`config.mk`:
```
export PLATFORM = sky130hd
export DESIGN_NAME = i2c_regmap_ctrl
export DESIGN_NICKNAME = d
export VERILOG_FILES = /design/src/rtl/i2c_pkg.sv /design/src/rtl/sync_edge.sv /design/src/rtl/i2c_regmap_ctrl.sv
export SDC_FILE = /design/constraint.sdc
export NUM_CORES = 1
export LEC_CHECK = 0
export CAP_MARGIN = 10
export CORE_MARGIN = 2
export CORE_UTILIZATION = 53
export CTS_CLUSTER_DIAMETER = 60
export DETAILED_ROUTE_END_ITERATION = 7
export PLACE_DENSITY_LB_ADDON = 0.1
export SYNTH_ARGS = -nofsm -noshare
export SYNTH_HDL_FRONTEND = slang
export SYNTH_HIERARCHICAL = 1
export SYNTH_SLANG_ARGS = --single-unit
```
`constraint.sdc`:
```
create_clock -name clk -period 2.65 [get_ports clk]
set_input_delay 0.53 -clock clk [delete_from_list [all_inputs] [get_ports clk]]
set_output_delay 0.53 -clock clk [all_outputs]
set_load 0.02 [all_outputs]
```
`src/rtl/i2c_pkg.sv`:
```
// Shared definitions for the I2C register-map controller: FSM encoding and
// clock-domain crossing constants.
package i2c_pkg;

    localparam int unsigned SYNC_DEPTH = 2;
    localparam int unsigned CLK_RATIO  = 16;

    typedef enum logic [2:0] {
        IDLE      = 3'd0,
        FETCH     = 3'd1,
        FETCH_CAP = 3'd2,
        WAIT_BYTE = 3'd3,
        WRITE     = 3'd4
    } state_t;

endpackage

```
`src/rtl/sync_edge.sv`:
```
// Multi-flop synchroniser for one SCL-domain level, with rise/fall pulses
// derived from one extra history flop.
module sync_edge
    import i2c_pkg::*;
(
    input  logic clk,
    input  logic rstb,
    input  logic d,
    output logic level,
    output logic rise_c,
    output logic fall_c
);

    logic [SYNC_DEPTH-1:0] sync_q;
    logic                  prev_q;

    always_ff @(posedge clk) begin
        if (!rstb) begin
            sync_q <= '0;
            prev_q <= 1'b0;
        end else begin
            sync_q <= {sync_q[SYNC_DEPTH-2:0], d};
            prev_q <= sync_q[SYNC_DEPTH-1];
        end
    end

    assign level  = sync_q[SYNC_DEPTH-1];
    assign rise_c = sync_q[SYNC_DEPTH-1] & ~prev_q;
    assign fall_c = ~sync_q[SYNC_DEPTH-1] & prev_q;

endmodule

```
`src/rtl/i2c_regmap_ctrl.sv`:
```
// Sequences the byte stream of an I2C slave onto a small register file:
// pointer decode, register writes, prefetched reads with auto-increment.
module i2c_regmap_ctrl
    import i2c_pkg::*;
#(
    parameter int unsigned ADDR_W = 4
) (
    input  logic              clk,
    input  logic              rstb,
    input  logic              en,
    input  logic              i2c_start,
    input  logic              i2c_stop,
    input  logic              i2c_r_w,
    input  logic              i2c_data_vld,
    input  logic [7:0]        i2c_data_out,
    output logic [7:0]        i2c_data_in,
    output logic              i2c_ready,
    output logic [ADDR_W-1:0] reg_addr,
    output logic [7:0]        reg_wdata,
    output logic              reg_we,
    output logic              reg_re,
    input  logic [7:0]        reg_rdata,
    output logic              wr_done
);

    logic start_rise;
    logic stop_rise;
    logic byte_evt;
    logic r_w_s;
    logic [4:0] edges_unused;

    state_t            state;
    logic [ADDR_W-1:0] ptr;
    logic              first;
    logic              wr_seen;

    sync_edge u_sync_start (
        .clk    (clk),
        .rstb   (rstb),
        .d      (i2c_start),
        .level  (edges_unused[0]),
        .rise_c (start_rise),
        .fall_c (edges_unused[1])
    );

    sync_edge u_sync_stop (
        .clk    (clk),
        .rstb   (rstb),
        .d      (i2c_stop),
        .level  (edges_unused[2]),
        .rise_c (stop_rise),
        .fall_c (edges_unused[3])
    );

    sync_edge u_sync_r_w (
        .clk    (clk),
        .rstb   (rstb),
        .d      (i2c_r_w),
        .level  (r_w_s),
        .rise_c (),
        .fall_c ()
    );

    // data_out changes on the same SCL edge that drops data_vld
    sync_edge u_sync_vld (
        .clk    (clk),
        .rstb   (rstb),
        .d      (i2c_data_vld),
        .level  (),
        .rise_c (edges_unused[4]),
        .fall_c (byte_evt)
    );

    // Strobes and reg_addr are loaded on the edge entering FETCH/WRITE so they
    // are valid for exactly the cycle spent in that state.
    always_ff @(posedge clk) begin
        if (!rstb) begin
            state       <= IDLE;
            ptr         <= '0;
            first       <= 1'b0;
            wr_seen     <= 1'b0;
            i2c_data_in <= 8'h00;
            i2c_ready   <= 1'b0;
            reg_addr    <= '0;
            reg_wdata   <= 8'h00;
            reg_we      <= 1'b0;
            reg_re      <= 1'b0;
            wr_done     <= 1'b0;
        end else begin
            reg_we  <= 1'b0;
            reg_re  <= 1'b0;
            wr_done <= 1'b0;
            if (!en) begin
                state     <= IDLE;
                i2c_ready <= 1'b0;
            end else if (state == IDLE) begin
                i2c_ready <= 1'b1;
                if (start_rise) begin
                    state     <= FETCH;
                    first     <= 1'b1;
                    wr_seen   <= 1'b0;
                    reg_re    <= 1'b1;
                    reg_addr  <= ptr;
                    i2c_ready <= 1'b0;
                end
            end else if (stop_rise) begin
                state     <= IDLE;
                wr_done   <= wr_seen;
                i2c_ready <= 1'b1;
            end else if (start_rise) begin
                state     <= FETCH;
                first     <= 1'b1;
                reg_re    <= 1'b1;
                reg_addr  <= ptr;
                i2c_ready <= 1'b0;
            end else begin
                case (state)
                    FETCH: begin
                        state     <= FETCH_CAP;
                        i2c_ready <= 1'b0;
                    end
                    FETCH_CAP: begin
                        i2c_data_in <= reg_rdata;
                        state       <= WAIT_BYTE;
                        i2c_ready   <= 1'b1;
                    end
                    WAIT_BYTE: begin
                        if (byte_evt) begin
                            if (r_w_s) begin
                                ptr       <= ptr + ADDR_W'(1);
                                state     <= FETCH;
                                reg_re    <= 1'b1;
                                reg_addr  <= ptr + ADDR_W'(1);
                                i2c_ready <= 1'b0;
                            end else if (first) begin
                                ptr       <= i2c_data_out[ADDR_W-1:0];
                                first     <= 1'b0;
                                state     <= FETCH;
                                reg_re    <= 1'b1;
                                reg_addr  <= i2c_data_out[ADDR_W-1:0];
                                i2c_ready <= 1'b0;
                            end else begin
                                state     <= WRITE;
                                reg_we    <= 1'b1;
                                reg_addr  <= ptr;
                                reg_wdata <= i2c_data_out;
                                ptr       <= ptr + ADDR_W'(1);
                                wr_seen   <= 1'b1;
                            end
                        end
                    end
                    WRITE: begin
                        state     <= FETCH;
                        reg_re    <= 1'b1;
                        reg_addr  <= ptr;
                        i2c_ready <= 1'b0;
                    end
                    default: begin
                        state     <= IDLE;
                        i2c_ready <= 1'b1;
                    end
                endcase
            end
        end
    end

endmodule

```
# Yosys cells after proc, flatten, opt, wreduce, memory -nomap -nowiden
# Cells that the tools add are included.
[totals]
regBits = 44
input_bits = 23
output_inout_bits = 24
wordCells = 112
[classes]
n_addsub = 1
eq_ne = 12
muxes = 50
n_bitwise = 15
n_reduce_logical = 16
[op_table]
columns = ["op", "count"]
rows = [
  ["2-to-1 mux 4 bit", 9],
  ["2-to-1 mux 1 bit", 30],
  ["2-to-1 mux 3 bit", 7],
  ["AND reduction 8 bit", 2],
  ["inverter 1 bit", 12],
  ["one-hot mux 3 bit (4 select lines)", 1],
  ["AND reduction 6 bit", 2],
  ["AND reduction 5 bit", 2],
  ["one-hot mux 4 bit (2 select lines)", 1],
  ["OR reduction 8 bit", 1],
  ["equality test 3 x 2 -> 1 bit (second input constant)", 2],
  ["inequality test 6 x 5 -> 1 bit (second input constant)", 1],
  ["AND reduction 2 bit", 3],
  ["nonzero test 3 bit", 2],
  ["inequality test 5 bit (second input constant)", 1],
  ["adder 4 x 1 -> 4 bit (second input constant)", 1],
  ["inequality test 2 x 1 -> 1 bit (second input constant)", 2],
  ["inequality test 4 bit (second input constant)", 1],
  ["one-hot mux 1 bit (2 select lines)", 2],
  ["nonzero test 4 bit", 1],
  ["OR reduction 4 bit", 1],
  ["bitwise AND 1 bit", 3],
  ["equality test 3 x 1 -> 1 bit (second input constant)", 1],
  ["equality test 3 bit (second input constant)", 1],
  ["other kinds (5)", 5],
]

# Depth between registers and ports, before layout
[logic_depth]
depth_word = 7
mapped_depth = 6
mapped_depth_nobuf = 5

# Cells and area by module
# Netlist, hierarchy kept.
[by_module_without_submodules]
columns = ["mod", "instances", "cells_per_inst", "area_per_inst_um2", "seq_area_each_um2"]
rows = [
  ["i2c_regmap_ctrl", 1, 179, 1616.6, 660.6],
  ["sync_edge", 4, 8, 91.3, 60.1],
]

# Worst setup path before layout
# No wires, ideal clock.
[synth_path]
kind = "reg-to-reg"
startpoint = "reg u_sync_start.sync_q[1]"
endpoint = "reg reg_addr[2]"
setup_ns = 0.072
arrival_ns = 1.437
required_ns = 2.578
slack_ns = 1.141
path_stages_with_launch = 6
path_buffers = 0
period_less_slack_ns = 1.509
path_cell_list = "dfxtp_1 -> nor2b_1 -> o21bai_4 -> o21ai_0 -> a2111o_1 -> mux2i_1"
[synth_via]
elab_chain_len = 4
elab_cells_between_ends = 8
cone_classes = "eq/ne (2); mux (3); bitwise (1); reduce/logical (2)"
[synth_lines]
columns = ["element", "line_no", "source"]
rows = [
  ["from (decl)", "sync_edge.sv:14", "logic [SYNC_DEPTH-1:0] sync_q;"],
  ["from (signal assigned)", "sync_edge.sv:22", "sync_q <= {sync_q[SYNC_DEPTH-2:0], d};"],
  ["bitwise AND 1 bit (*)", "sync_edge.sv:28", "assign rise_c = sync_q[SYNC_DEPTH-1] & ~prev_q;"],
  ["via start_rise", "i2c_regmap_ctrl.sv:26", "logic start_rise;"],
  ["branches (longest 3 deep; another with AND reduction 5 bit)", "--", ""],
  ["to (signal assigned)", "i2c_regmap_ctrl.sv:103", "reg_addr <= ptr;"],
  ["to (signal assigned)", "i2c_regmap_ctrl.sv:114", "reg_addr <= ptr;"],
  ["to (signal assigned)", "i2c_regmap_ctrl.sv:133", "reg_addr <= ptr + ADDR_W'(1);"],
  ["to (decl)", "i2c_regmap_ctrl.sv:18", "output logic [ADDR_W-1:0] reg_addr,"],
]
# Mark *: on every way through the listed nets, which the timed path passes. The select of a mux whose other input is x is not followed.
# A chain may end at the register's enable or synchronous reset.

# Worst setup path after layout
[layout_path]
startpoint = "reg reg_addr[3]"
endpoint = "out reg_addr[3]"
# No word-level cell between the ends.

==> impl_metrics.ini <==
[status]
status = finished clean

[critical_path]
cp-end-kind = output port
path_delay_family = buffers and inverters
cpPeakStageDelay_ns = 0.62
crit_chain = clkdlybuf4s50_1
crit_path_start_kind = flop
cp.buffers_inverters = 1
cp_slowest_cell = clkdlybuf4s50_1
critPathMaxFanout = 2
required_ns = 2.12
crit_type = reg -> out
critPathArrivalTime_ns = 1.37

[yosys]
synth.net_count = 228
syn_area_sq_um = 1920
synth_warnings = 6
syn_avg_cell_area_sq_um = 9.43
syn_inst = 204

[cts]
hold_buffers = 0
clkTransAtPathRegs_ns = 0.12
cts_buffers = 5
cts_resized = 0
post-cts-setup-buffer-count = 0
htree_levels = 2
cts.path.max_buffers = 2
clockRootBuffer = clkbuf_4
clk_latency_ns = 0.37
tritoncts = yes
cts.sinks = 44

[drt]
route.detailed.drc = 0
routed_wl_mm = 4.05
vias = 1634
routedWlPerCell_um = 13.5
dr.pass1.iters = 4
antenna_left = 0
viasPerCell = 5.45
dr.first_iter.drc_count = 96

[placed_design]
dp_slack_ns = 0.643
portBuffers = 46
gp_congestion = 0.894
dp_hpwl_mm = 2.94

[global_route]
overflow = 0
grt_pass1_vias = 1537
grt_antenna_before_repair = 0
gr-usage-all-layers = 0.217
grt_pass1_wl_mm = 6.97
grt_start_max_net_pins = 18

[floorplan]
die_w_um = 64.3
dieArea_sq_um = 4130
start_util = 0.563
io_pins = 47
rows = 21
fp.coreArea_sq_um = 3420
die_h_um = 64.3

[power]
power.density_nw_per_um2 = 447
comb_power_share = 0.089
total_leakage_power_nw = 1.01
p_total_mw = 1.11
power_switching_mw = 0.254
internal-power_mw = 0.858
p_sw_frac = 0.228
power_frac_seq = 0.613
ir_worst_vdd_uv = 362
p_clk_frac = 0.298

[timing]
rsz0062_at_grt = false
clock_skew_ns = 0.00922
fin_setup_tns_ns = 0
final_max_slew_viol_count = 0
finalWorstSetupSlack_ns = 0.748
tightest_slew_ns = 0.507
max_slew_margin = 0.661
setup_viol = 0
max_freq_ghz = 0.526
fin_crit_ns = 1.90
period_share = 0.718
hold_viol = 0

[cells_and_area]
seqCellArea_sq_um = 881
nNetsFinal = 277
drive_gt1_frac = 0.106
multi_input_area_sq_um = 993
fillCellCount = 279
areaGrowthSynthToFinish_pct = 29.1
diodes = 0

[worst_hold_path]
hp-class = reg -> reg

[flow_run]
drv_cap = 0
-- area by class of cell --
cell class,instances,area share
multi-input cells,150,0.400
flip-flops and latches,44,0.354
repair buffers,49,0.194
clock buffers,8,0.0237
well taps,46,0.0232
inverters,3,0.00453
-- metal layers --
layer  GRT usage  wire, um  up-vias
li1            -         -      821
met1       0.274      1800      753
met2       0.348      1930       50
met3      0.0493       232       10
met4       0.106        89        0
met5           0         0        -
-- final timing paths --
check / from / cells after the start / slack [ns] / end
worst min register to register: u_sync_stop/sync_q[0] / 1 / 0.44 / u_sync_stop/sync_q[1]
worst max register to register: u_sync_start/sync_q[1] / 5 / 0.87 / reg_addr[2]
worst min-delay path: u_sync_stop/sync_q[0] / 1 / 0.44 / u_sync_stop/sync_q[1]
worst max-delay path: reg_addr[3] / 1 / 0.75 / reg_addr[3]
-- through the flow --
stage / std cells / cell area (sq um) / utilization / hold WS [ns]
finish: 300 / 2480 / 0.727 / 0.444
global route: 300 / 2480 / 0.727 / 0.469
CTS: 300 / 2480 / 0.727 / 0.450
detailed placement: 292 / 2430 / 0.710 / 0.422
global placement: 292 / 2430 / 0.710 / 0.415
floorplan: 204 / 1920 / - / 0.412
-- power by group through the flow --
stage | clock, mW | sequential [mW] | combinational [mW]
after floorplan | 0 | 0.695 | 0.0443
after global placement | 0 | 0.695 | 0.0981
after detailed placement | 0 | 0.696 | 0.0992
after CTS | 0.339 | 0.681 | 0.0997
after global routing | 0.370 | 0.683 | 0.109
final | 0.331 | 0.681 | 0.0994
-- flip-flops by register name, indices dropped and copies added (netlist names), 2 cells and up --
signal / count
state: 3
i2c_data_in: 8
u_sync_stop/sync_q: 2
ptr: 4
reg_addr: 4
u_sync_start/sync_q: 2
u_sync_r_w/sync_q: 2
u_sync_vld/sync_q: 2
reg_wdata: 8
-- placed cells by master (no fill, tap or decap), types with 5 or more instances in the layout --
cell	instances
nand3_1	5
mux2i_1	18
nand2_1	11
and2_1	14
nor2_1	25
nor2b_1	7
clkbuf_4	5
dfxtp_1	44
clkdlybuf4s50_1	46
nor3_1	5
a21oi_1	10
o21ai_0	11
Power figures use the tool's default switching activity.
